===== src/rtl/uart_frame_sender_pkg.sv =====
// Shared types and constants for the UART frame sender.
// Optional feature macro: UART_FRAME_CHECKSUM_EN (appends an XOR checksum byte to every frame).
package uart_frame_sender_pkg;

    // Frame sender FSM states (3-bit encoding)
    typedef enum logic [2:0] {
        UFS_IDLE  = 3'd0,
        UFS_LOAD  = 3'd1,
        UFS_START = 3'd2,
        UFS_ACK   = 3'd3,
        UFS_DONE  = 3'd4,
        UFS_NEXT  = 3'd5
    } ufs_state_t;

    // Default sync byte sent ahead of each payload
    localparam logic [7:0] UFS_DEFAULT_HEADER = 8'hA5;

    // Total bytes on the wire per frame: header + payload (+ checksum when enabled)
    function automatic int unsigned ufs_frame_len(input int unsigned num_bytes);
`ifdef UART_FRAME_CHECKSUM_EN
        return num_bytes + 2;
`else
        return num_bytes + 1;
`endif
    endfunction

endpackage


===== src/rtl/uart_frame_sender_fifo.sv =====
// Synchronous word FIFO feeding the frame sender. Power-of-two depth, so the
// pointers wrap naturally; count tracks occupancy and is guarded by full/empty.
// A push while full is accepted only when a pop happens in the same cycle.
module uart_frame_fifo #(
    parameter int unsigned WIDTH = 32,
    parameter int unsigned DEPTH = 8
) (
    input  logic                       clk,
    input  logic                       rst,
    input  logic                       push,
    input  logic [WIDTH-1:0]           push_data,
    input  logic                       pop,
    output logic [WIDTH-1:0]           head,
    output logic                       full,
    output logic                       empty,
    output logic [$clog2(DEPTH+1)-1:0] count
);

    localparam int unsigned AW = (DEPTH > 1) ? $clog2(DEPTH) : 1;
    localparam int unsigned CW = $clog2(DEPTH + 1);

    logic [WIDTH-1:0] mem [DEPTH];
    logic [AW-1:0]    wr_ptr;
    logic [AW-1:0]    rd_ptr;
    logic             do_push;
    logic             do_pop;

    assign do_pop  = pop & ~empty;
    assign do_push = push & (~full | do_pop);
    assign full    = (count == CW'(DEPTH));
    assign empty   = (count == '0);
    assign head    = mem[rd_ptr];

    // Storage array: written on accepted pushes only, no reset needed
    always_ff @(posedge clk) begin
        if (do_push) begin
            mem[wr_ptr] <= push_data;
        end
    end

    // Pointer and occupancy bookkeeping
    always_ff @(posedge clk or posedge rst) begin
        if (rst) begin
            wr_ptr <= '0;
            rd_ptr <= '0;
            count  <= '0;
        end else begin
            if (do_push) begin
                wr_ptr <= wr_ptr + 1'b1;
            end
            if (do_pop) begin
                rd_ptr <= rd_ptr + 1'b1;
            end
            case ({do_push, do_pop})
                2'b10:   count <= count + 1'b1;
                2'b01:   count <= count - 1'b1;
                default: count <= count;
            endcase
        end
    end

endmodule


===== src/rtl/uart_frame_sender.sv =====
// Queues multi-byte words and frames each as HEADER + payload (LS byte first),
// driving a uart_transmit start/ready handshake one byte at a time.
// Optional feature macro: UART_FRAME_CHECKSUM_EN -- appends XOR(header, payload) byte.
module uart_frame_sender
    import uart_frame_sender_pkg::*;
#(
    parameter int unsigned NUM_BYTES   = 4,
    parameter int unsigned FIFO_DEPTH  = 8,
    parameter logic [7:0]  HEADER_BYTE = UFS_DEFAULT_HEADER,
    parameter int unsigned ACK_TIMEOUT = 1023
) (
    input  logic                            clk,
    input  logic                            rst,
    input  logic [8*NUM_BYTES-1:0]          word_i,
    input  logic                            word_valid_i,
    output logic                            word_ready_o,
    output logic                            tx_send_o,
    output logic [7:0]                      tx_data_o,
    input  logic                            tx_ready_i,
    output logic                            busy_o,
    output logic [$clog2(FIFO_DEPTH+1)-1:0] fifo_count_o,
    output logic                            overflow_o,
    output logic                            timeout_o
);

    localparam int unsigned WORD_W    = 8 * NUM_BYTES;
    localparam int unsigned IDX_W     = $clog2(NUM_BYTES + 2);
    localparam int unsigned TMR_W     = $clog2(ACK_TIMEOUT + 1);
    localparam int unsigned FRAME_LEN = ufs_frame_len(NUM_BYTES);

    localparam logic [IDX_W-1:0] LAST_IDX  = IDX_W'(FRAME_LEN - 1);
    localparam logic [TMR_W-1:0] TMR_LIMIT = TMR_W'(ACK_TIMEOUT);

    ufs_state_t        state;
    logic [WORD_W-1:0] shift_q;
    logic [IDX_W-1:0]  byte_idx;
    logic [TMR_W-1:0]  timer;
`ifdef UART_FRAME_CHECKSUM_EN
    logic [7:0]        csum_q;
`endif

    logic              fifo_full;
    logic              fifo_empty;
    logic              fifo_pop;
    logic [WORD_W-1:0] fifo_head;

    // A word leaves the FIFO on the IDLE->LOAD transition
    assign fifo_pop = (state == UFS_IDLE) & ~fifo_empty & tx_ready_i;

    // Ready also covers the full-and-draining cycle so that push and pop can
    // coincide at full occupancy without losing the offered word.
    assign word_ready_o = ~fifo_full | fifo_pop;
    assign busy_o       = (state != UFS_IDLE) | ~fifo_empty;

    uart_frame_fifo #(
        .WIDTH (WORD_W),
        .DEPTH (FIFO_DEPTH)
    ) u_fifo (
        .clk       (clk),
        .rst       (rst),
        .push      (word_valid_i),
        .push_data (word_i),
        .pop       (fifo_pop),
        .head      (fifo_head),
        .full      (fifo_full),
        .empty     (fifo_empty),
        .count     (fifo_count_o)
    );

    // Sticky flag for words offered while the FIFO could not take them
    always_ff @(posedge clk or posedge rst) begin
        if (rst) begin
            overflow_o <= 1'b0;
        end else if (word_valid_i & fifo_full & ~fifo_pop) begin
            overflow_o <= 1'b1;
        end
    end

    // Frame sequencing FSM with registered handshake outputs
    always_ff @(posedge clk or posedge rst) begin
        if (rst) begin
            state     <= UFS_IDLE;
            shift_q   <= '0;
            byte_idx  <= '0;
            timer     <= '0;
            tx_send_o <= 1'b0;
            tx_data_o <= '0;
            timeout_o <= 1'b0;
`ifdef UART_FRAME_CHECKSUM_EN
            csum_q    <= '0;
`endif
        end else begin
            timeout_o <= 1'b0;
            case (state)
                UFS_IDLE: begin
                    if (fifo_pop) begin
                        shift_q  <= fifo_head;
                        byte_idx <= '0;
                        state    <= UFS_LOAD;
                    end
                end
                // tx_send_o is raised on entry to START so it is high for
                // exactly the START cycle.
                UFS_LOAD: begin
                    tx_data_o <= HEADER_BYTE;
`ifdef UART_FRAME_CHECKSUM_EN
                    csum_q    <= HEADER_BYTE;
`endif
                    tx_send_o <= 1'b1;
                    state     <= UFS_START;
                end
                UFS_START: begin
                    tx_send_o <= 1'b0;
                    timer     <= '0;
                    state     <= UFS_ACK;
                end
                UFS_ACK: begin
                    if (!tx_ready_i) begin
                        state <= UFS_DONE;
                    end else if (timer == TMR_LIMIT) begin
                        timeout_o <= 1'b1;
                        tx_send_o <= 1'b1;
                        state     <= UFS_START;
                    end else begin
                        timer <= timer + 1'b1;
                    end
                end
                UFS_DONE: begin
                    if (tx_ready_i) begin
                        state <= UFS_NEXT;
                    end
                end
                // byte_idx names the byte currently in tx_data_o; payload is
                // taken from the bottom of the shift register, LS byte first.
                UFS_NEXT: begin
                    if (byte_idx == LAST_IDX) begin
                        state <= UFS_IDLE;
                    end else begin
                        byte_idx  <= byte_idx + 1'b1;
                        tx_send_o <= 1'b1;
                        state     <= UFS_START;
`ifdef UART_FRAME_CHECKSUM_EN
                        if (byte_idx == IDX_W'(NUM_BYTES)) begin
                            tx_data_o <= csum_q;
                        end else begin
                            tx_data_o <= shift_q[7:0];
                            shift_q   <= shift_q >> 8;
                            csum_q    <= csum_q ^ shift_q[7:0];
                        end
`else
                        tx_data_o <= shift_q[7:0];
                        shift_q   <= shift_q >> 8;
`endif
                    end
                end
                default: begin
                    tx_send_o <= 1'b0;
                    state     <= UFS_IDLE;
                end
            endcase
        end
    end

endmodule

===== config.mk =====
export PLATFORM = sky130hd
export DESIGN_NAME = uart_frame_sender
export DESIGN_NICKNAME = d
export VERILOG_FILES = /design/src/rtl/uart_frame_sender_pkg.sv /design/src/rtl/uart_frame_sender_fifo.sv /design/src/rtl/uart_frame_sender.sv
export SDC_FILE = /design/constraint.sdc
export NUM_CORES = 1
export LEC_CHECK = 0
export ABC_AREA = 1
export CAP_MARGIN = 20
export CELL_PAD_IN_SITES_DETAIL_PLACEMENT = 1
export CELL_PAD_IN_SITES_GLOBAL_PLACEMENT = 2
export CORE_ASPECT_RATIO = 0.7
export CORE_MARGIN = 3
export CORE_UTILIZATION = 45
export CTS_BUF_LIST = sky130_fd_sc_hd__clkbuf_4 sky130_fd_sc_hd__clkbuf_8 sky130_fd_sc_hd__clkbuf_16
export DETAILED_ROUTE_END_ITERATION = 8
export PLACE_DENSITY = 0.95
export SLEW_MARGIN = 5
export SYNTH_ARGS = -nofsm -noshare
export SYNTH_HDL_FRONTEND = slang
export SYNTH_HIERARCHICAL = 1
export SYNTH_SLANG_ARGS = --single-unit

===== constraint.sdc =====
create_clock -name clk -period 8.4 [get_ports clk]
set_input_delay 1.68 -clock clk [delete_from_list [all_inputs] [get_ports clk]]
set_output_delay 1.68 -clock clk [all_outputs]
set_load 0.03 [all_outputs]

==> results of run 1 <==
==> power by group through the flow <==
stage	registers [µW]	clock network, µW	logic, µW
2_1_floorplan	2250	0	1370
3_3_place_gp	2260	0	1820
3_5_place_dp	2280	0	1910
4_1_cts	2260	1460	1930
5_1_grt	2280	1530	2150
6_report	2250	1430	1920
==> per-layer routing <==
layer,GRT usage,part of all wire,vias to the layer above
met5,0,0,-
met4,0.0393,0.015,0
met3,0.0323,0.034,39
met2,0.348,0.49,135
met1,0.287,0.46,4392
li1,-,-,4090
==> final timing paths <==
check / from / endpoint / slack (ps) / depth (start not counted)
worst min register to register: overflow_o / overflow_o / 480 / 1
min in group asynchronous: rst / u_fifo/count[0] / 1460 / 2
worst min-delay path: overflow_o / overflow_o / 480 / 1
worst max register to register: u_fifo/count[0] / u_fifo/mem[4][2] / 4710 / 9
max in group asynchronous: rst / tx_data_o[7] / 6180 / 3
worst max-delay path: tx_ready_i / word_ready_o / 2940 / 6
==> cell families (layout without fill, tap and decap cells) <==
| family | after synthesis | in the layout | share of synthesized area |
|---|---|---|---|
| muxes | 33 | 33 | 0.0245 |
| adders and majority gates | 8 | 8 | 0.00794 |
| AOI/OAI and AO/OA | 241 | 241 | 0.0970 |
| DFF | 325 | 325 | 0.695 |
| buffers and inverters | 123 | 189 | 0.0454 |
| xor gates and xnor gates | 8 | 8 | 0.00517 |
| and+or+nand+nor | 416 | 416 | 0.125 |
==> final cells by class <==
class / instances / area [µm²] / area share
sequential: 325 / 9420 / 0.611
timing repair buffer: 67 / 666 / 0.0432
multi-input combinational: 706 / 3570 / 0.232
tap: 378 / 473 / 0.0307
clock buffer: 36 / 813 / 0.0528
inverter: 66 / 248 / 0.0161
clock inverter: 20 / 221 / 0.0144
==> stage by stage <==
stage,setup slack [ps],cells,power (µW),cell area [µm²]
floorplan,3140,1154,3620,13500
global placement,2940,1540,4080,14300
detailed placement,2920,1540,4190,14300
CTS,2910,1596,5640,15400
global route,2760,1598,5960,15400
finish,2940,1598,5600,15400
==> flip-flops by register name, indices dropped and copies added (netlist names) <==
register and cells:
u_fifo/rd_ptr 3, timeout_o 1, u_fifo/mem 256, byte_idx 3
u_fifo/count 4, tx_data_o 8, u_fifo/wr_ptr 3, tx_send_o 1
timer 10, shift_q 32, state 3, overflow_o 1
==> worst reg2reg max path, delay by kind of cell, from the launching register on <==
| family | cells | cell delay (ps) |
|---|---|---|
| flops | 1 | 470 |
| buf+inv | 2 | 640 |
| simple gates | 7 | 2200 |
==> layout by cell type (no fill, tap or decap), drive strengths merged <==
cell type / instances
a21oi: 10
buf: 15
bufinv: 5
clkbuf: 36
clkdlybuf4s50: 52
clkinv: 15
clkinvlp: 1
dfrtp: 69
edfxtp: 256
fa: 1
ha: 7
inv: 65
mux2: 1
mux2i: 32
nand2: 226
nand3: 26
nand3b: 4
nor2: 154
nor3: 5
o21ai: 197
o21bai: 1
o22ai: 33
or2: 1
xnor2: 2
xor2: 6
==> flow_summary.json, run 1 <==
{
  "powerDensity_nw_per_um2": 363,
  "root_buffer": "clkbuf_16",
  "p_leak_uw": 0.00578,
  "cp-end-kind": "primary output",
  "slew_headroom": 0.272,
  "syn_area_um2": 13500,
  "die_w_um": 213,
  "hpwl_mm": 19.4,
  "first_pass_iters": 5,
  "ys_top_cells_by_area": "edfxtp_1 (57%), dfrtp_1 (13%), nand2_1 (5.8%), o21ai_0 (5.1%), nor2_1 (4.1%)",
  "crit_slowest_cell": "clkdlybuf4s50_1",
  "grt_pass1_vias": 9242,
  "path_buf_inv": 4,
  "avgSynthCellArea_um2": 11.7,
  "synth.net_count": 1198,
  "status": "finished clean",
  "grtUsageTotal": 0.206,
  "synth_top_flop_cell": "edfxtp_1",
  "drc": 0,
  "std_cell_rows": 52,
  "htree_num_levels": 1,
  "post-route-min-period_ps": 5460,
  "seqPwrFrac": 0.402,
  "core-area_um2": 29300,
  "area_growth_pct": 13.8,
  "yosys_warnings": 6,
  "critPathKind": "input port to primary output",
  "p_sw_uw": 2090,
  "grt_max_degree": 109,
  "p_int_uw": 3510,
  "cts_resized": 0,
  "crit_arrival_ps": 3780,
  "post_cts_buffers": 0,
  "portBuffers": 52,
  "dieArea_um2": 32300,
  "peakVddDrop_v": 0.000193,
  "vias_per_cell": 5.42,
  "wl_per_cell_um": 20.5,
  "synth_top_area_share": 0.567,
  "synth_seq_area_share": 0.695,
  "num_vias": 8656,
  "grt_setup_unrepaired": "no",
  "critPathLaunchType": "input port",
  "insertion_delay_ps": 560,
  "clk_pin_slew_ps": 70,
  "crit_chain": "clkdlybuf4s50_1 -> inv_1 -> nor3_4 -> inv_1 -> nand2_1 -> clkdlybuf4s50_1",
  "drt_iter0_markers": 631,
  "holdBufCountCts": 0,
  "skew_ps": 8.18,
  "synth_edf_count": 256,
  "fillCellCount": 3047,
  "max_slew.worst_pin.slew_ps": 1090,
  "synth_most_common_cell": "edfxtp_1",
  "synth_cells": 1154,
  "hold_violations": 0,
  "crit_family": "buffers and inverters",
  "critPathMaxFanout": 14,
  "ios": 53,
  "dieHeight_um": 151,
  "max_cap_viol_count": 0,
  "async_flop_share": 0.212,
  "maxSlewViolCount": 0,
  "pwr-share-clk": 0.255,
  "n_antenna_cell": 0,
  "ys_seq_elements": 325,
  "synth_top_area_cell": "edfxtp_1",
  "place.gp.congestion": 0.794,
  "cts_buffer_depth": 3,
  "slowest_delay_ps": 680,
  "ant_nets": 0,
  "required_ps": 6720,
  "grt_pass1_wl_mm": 51.7,
  "start_util": 0.463,
  "cts_made_buffers": 31,
  "setup_viol": 0,
  "synth_common_cells": "edfxtp_1 (256), nand2_1 (210), nor2_1 (149)",
  "fmax_ghz": 0.183,
  "yosysUniqueCellTypes": 35,
  "min_path_type": "register to register",
  "p_comb_frac": 0.342,
  "timing.hold.ws_ps": 482,
  "wirelength_mm": 32.8,
  "fin_setup_tns_ps": 0,
  "nets": 1241,
  "grt.overflow.total": 0,
  "finish.utilization": 0.526,
  "timing.final.crit_share": 0.650,
  "antenna_found_initial": 0,
  "drive_above_1_share": 0.0975,
  "switching_share": 0.372,
  "clock-sinks": 325,
  "cts_tree": "yes"
}
Power figures use the tool's default switching activity.
==> run 2, diff against run 1 <==
CORE_UTILIZATION = 38   (was 45)
PLACE_DENSITY = 0.88   (was 0.95)
clock period = 4.8 ns   (was 8.4 ns; I/O delays follow)
==> flow_summary.json, run 2 (synthesized netlist as in run 1, its figures left out) <==
{
  "largest_register_ffs": 256,
  "place_inst": 1641,
  "place.gp.congestion": 0.775,
  "grt.overflow.total": 0,
  "dieArea_um2": 38000,
  "htree_num_levels": 2,
  "powerDensity_nw_per_um2": 645,
  "worstReg2RegStart": "state[1]",
  "insertion_delay_ps": 540,
  "dieHeight_um": 164,
  "grtUsageTotal": 0.178,
  "drive_above_1_share": 0.110,
  "timing.final.crit_share": 0.726,
  "slowest_delay_ps": 660,
  "first_pass_iters": 5,
  "cp-end-kind": "primary output",
  "drc": 0,
  "p_leak_uw": 0.00588,
  "root_buffer": "clkbuf_16",
  "post_cts_buffers": 0,
  "post-route-min-period_ps": 3480,
  "crit_arrival_ps": 2520,
  "reg2reg_slack_ps": 1790,
  "max_cap_viol_count": 0,
  "clock-sinks": 325,
  "nets": 1249,
  "largest-register": "u_fifo/mem",
  "clk_pin_slew_ps": 60,
  "setup_viol": 0,
  "grt_setup_unrepaired": "no",
  "path_buf_inv": 4,
  "required_ps": 3840,
  "fmax_ghz": 0.287,
  "critPathMaxFanout": 3,
  "grt_max_degree": 94,
  "maxSlewViolCount": 0,
  "start_util": 0.388,
  "cts_buffer_depth": 3,
  "final_cells": 1703,
  "n_antenna_cell": 0,
  "die_w_um": 232,
  "grt_pass1_wl_mm": 52.5,
  "hpwl_mm": 20.1,
  "antenna_found_initial": 0,
  "final_cell_mix": "edfxtp_1 (256), nand2_1 (210), nor2_1 (145)",
  "startpoint": "tx_ready_i",
  "r2r_end": "u_fifo/mem[6][27]",
  "finish.utilization": 0.450,
  "cts_tree": "yes",
  "min_path_type": "register to register",
  "num_vias": 8662,
  "hold_violations": 0,
  "portBuffers": 52,
  "core-area_um2": 34900,
  "max_slew.worst_pin.slew_ps": 866,
  "critPathLaunchType": "input port",
  "slew_headroom": 0.421,
  "crit_chain": "clkdlybuf4s50_1 -> inv_1 -> nor3_4 -> inv_1 -> nand2_1 -> clkdlybuf4s50_1",
  "layout_commonest_cell": "edfxtp_1",
  "grt_pass1_vias": 9260,
  "finalPower_uw": 10100,
  "vias_per_cell": 5.09,
  "hold_start": "tx_send_o",
  "cts_made_buffers": 34,
  "ant_nets": 0,
  "crit_family": "buffers and inverters",
  "cts_resized": 0,
  "wl_per_cell_um": 19.4,
  "peakVddDrop_v": 0.000251,
  "area_growth_pct": 16.0,
  "ios": 53,
  "skew_ps": 25.6,
  "status": "finished clean",
  "fin_setup_tns_ps": 0,
  "std_cell_rows": 57,
  "r2r_cells": 9,
  "holdBufCountCts": 0,
  "critPathCapture": "word_ready_o",
  "critical_path_depth": 6,
  "drt_iter0_markers": 521,
  "crit_slowest_cell": "clkdlybuf4s50_1",
  "critPathKind": "input port to primary output",
  "wirelength_mm": 33.0,
  "reg_top3": "u_fifo/mem (256), shift_q (32), timer (10)"
}
-- run 2: final cells by class --
class | count | area (µm²)
Fill cell | 3738 | 19200
Sequential cell | 325 | 9420
Multi-Input combinational cell | 706 | 3570
Clock buffer | 42 | 930
Timing Repair Buffer | 72 | 683
Tap cell | 472 | 591
Clock inverter | 20 | 272
Inverter | 66 | 248
-- run 2: worst reg2reg max path: stages, from the launching register on --
cell and delay [ps]:
dfrtp_1 450, nor2_2 210, nand2_1 120, nor3_4 140, buf_4 240, nand2_2 130, nand2_2 120, nand3b_1 290
nor2_4 560, buf_4 430
-- run 2: power breakdown --
group	total, µW	switching (µW)	internal, µW	leakage (µW)
combinational	3370	2310	1060	0.00210
clock	2830	1110	1710	0.000597
sequential	3940	315	3620	0.00318
total	10100	3740	6400	0.00588
-- run 2: worst min path at each step --
stage / endpoint / slack (ps) / depth (start not counted)
after floorplan: shift_q[7] / 450 / 2
after global placement: tx_send_o / 470 / 2
after detailed placement: tx_send_o / 470 / 2
after CTS: tx_send_o / 490 / 2
after global routing: tx_send_o / 520 / 2
final: tx_send_o / 480 / 2
-- run 2: metal layers --
| metal | global-route usage | share of wire | vias to the layer above |
|---|---|---|---|
| met5 | 0 | 0 | - |
| met3 | 0.0326 | 0.038 | 43 |
| met1 | 0.243 | 0.46 | 4388 |
| li1 | - | - | 4110 |
| met4 | 0.0478 | 0.018 | 0 |
| met2 | 0.295 | 0.48 | 121 |
-- run 2: stage by stage --
step | setup slack, ps | cell area, µm² | hold slack [ps]
floorplan | 261 | 13500 | 450
global placement | 965 | 14500 | 471
detailed placement | 902 | 14500 | 472
CTS | 1300 | 15700 | 487
global route | 1200 | 15700 | 516
finish | 1320 | 15700 | 484
==> run 3, diff against run 2 <==
clock period = 3.1 ns   (was 4.8 ns; I/O delays follow)
==> flow_summary.json, run 3 (synthesized netlist as in run 1, its figures left out) <==
{
  "critPathKind": "register to primary output",
  "timing.hold.ws_ps": 445,
  "ant_nets": 0,
  "peakVddDrop_v": 0.000495,
  "crit_arrival_ps": 2180,
  "max_cap_viol_count": 0,
  "critPathLaunchType": "register",
  "antenna_found_initial": 1,
  "start_util": 0.388,
  "portBuffers": 52,
  "hold_violations": 0,
  "maxSlewViolCount": 0,
  "post-route-min-period_ps": 2800,
  "clock-sinks": 325,
  "final_critical_path_setup_slack_ps": 304,
  "skew_ps": 13.0,
  "critPathMaxFanout": 5,
  "setup_viol": 0,
  "grt_pass1_vias": 9397,
  "die_w_um": 232,
  "crit_chain": "nor2_2 -> nand2_2 -> inv_1 -> nand3_1 -> clkdlybuf4s50_1",
  "dieArea_um2": 38000,
  "drc": 0,
  "clk_pin_slew_ps": 70,
  "cts_buffer_depth": 3,
  "n_antenna_cell": 0,
  "grt_setup_unrepaired": "no",
  "nets": 1256,
  "r2r_cells": 8,
  "cts_made_buffers": 31,
  "fin_setup_tns_ps": 0,
  "area_growth_pct": 15.7,
  "largest-register": "u_fifo/mem",
  "slowest_delay_ps": 620,
  "post_cts_buffers": 0,
  "wirelength_mm": 33.6,
  "largest_register_ffs": 256,
  "reg2reg_slack_ps": 500,
  "num_vias": 8745,
  "std_cell_rows": 57,
  "core-area_um2": 34900,
  "cp-end-kind": "primary output",
  "crit_family": "buffers and inverters",
  "fmax_ghz": 0.358,
  "drive_above_1_share": 0.110,
  "required_ps": 2480,
  "hpwl_mm": 21.4,
  "pre_cts_slack_ps": 49.4,
  "r2r_end": "u_fifo/mem[2][5]",
  "ios": 53,
  "root_buffer": "clkbuf_16",
  "insertion_delay_ps": 570,
  "dieHeight_um": 164,
  "grt_pass1_wl_mm": 53.6,
  "grt_max_degree": 98,
  "drt_iter0_markers": 575,
  "grt.overflow.total": 0,
  "path_buf_inv": 2,
  "vias_per_cell": 5.12,
  "min_path_type": "input port to async pin",
  "htree_num_levels": 1,
  "first_pass_iters": 4,
  "crit_slowest_cell": "clkdlybuf4s50_1",
  "holdBufCountCts": 0,
  "layout_commonest_cell": "edfxtp_1",
  "grtUsageTotal": 0.182,
  "place.gp.congestion": 0.779,
  "cts_tree": "yes",
  "powerDensity_nw_per_um2": 973,
  "wl_per_cell_um": 19.7,
  "final_cell_mix": "edfxtp_1 (256), nand2_1 (210), nor2_1 (145)",
  "worstReg2RegStart": "state[1]",
  "reg_top3": "u_fifo/mem (256), shift_q (32), timer (10)",
  "slew_headroom": 0.486,
  "cts_resized": 0,
  "fillCellCount": 3718,
  "p_leak_uw": 0.00585,
  "timing.final.crit_share": 0.902,
  "max_slew.worst_pin.slew_ps": 771,
  "status": "finished clean"
}
==> run 3: changes by cell type in the layout (fill, tap and decap cells not counted), sizes merged <==
cell           delta
buf              +11
clkbuf            -9
clkinv            +4
bufinv            -3
clkinvlp          +3
clkdlybuf4s50     -1
==> run 3: how the worst max path moves through the flow <==
stage | start | to | slack, ps | cells after the start
after floorplan | u_fifo/count[0] | u_fifo/mem[2][0] | -380 | 9
after global placement | tx_ready_i | u_fifo/mem[0][19] | 80 | 8
after detailed placement | tx_ready_i | u_fifo/mem[0][19] | 50 | 8
after CTS | u_fifo/count[0] | busy_o | 270 | 5
after global routing | u_fifo/count[1] | busy_o | 140 | 5
final | u_fifo/count[0] | busy_o | 300 | 5
==> run 3: per-stage QoR <==
| stage | instances | utilization | power, µW | cell area (µm²) |
|---|---|---|---|---|
| 3_3_place_gp | 1651 | 0.420 | 11400 | 14700 |
| 4_1_cts | 1708 | 0.449 | 15500 | 15700 |
| 3_5_place_dp | 1651 | 0.420 | 11700 | 14700 |
| 6_report | 1708 | 0.449 | 15300 | 15700 |
| 5_1_grt | 1708 | 0.449 | 16300 | 15700 |
| 2_1_floorplan | 1154 | - | 9820 | 13600 |
==> run 3: layer usage <==
metal,GRT usage,vias to the layer above,wire (µm)
met5,0,-,20
met4,0.0495,2,833
met3,0.0269,58,1290
met2,0.305,161,16000
met1,0.250,4406,15400
li1,-,4118,-
==> run 3: worst register-to-register path: cells and delay by family (launching register included) <==
| family | cells | cell delay, ps |
|---|---|---|
| and+or+nand+nor | 7 | 1400 |
| DFF | 1 | 460 |
| buffers and inverters | 1 | 380 |
==> run 3: where the power goes <==
group,internal [µW],switching (µW),total (µW)
registers,5610,463,6070
clock network,2100,1640,3740
logic,1770,3690,5460
==> run 3: cell type report <==
cell class	instances	area (µm²)	area share
Sequential cell	325	9420	0.601
Timing Repair Buffer	82	831	0.0530
Clock inverter	24	205	0.0131
Inverter	66	248	0.0158
Tap cell	472	591	0.0377
Multi-Input combinational cell	706	3590	0.229
Clock buffer	33	791	0.0504
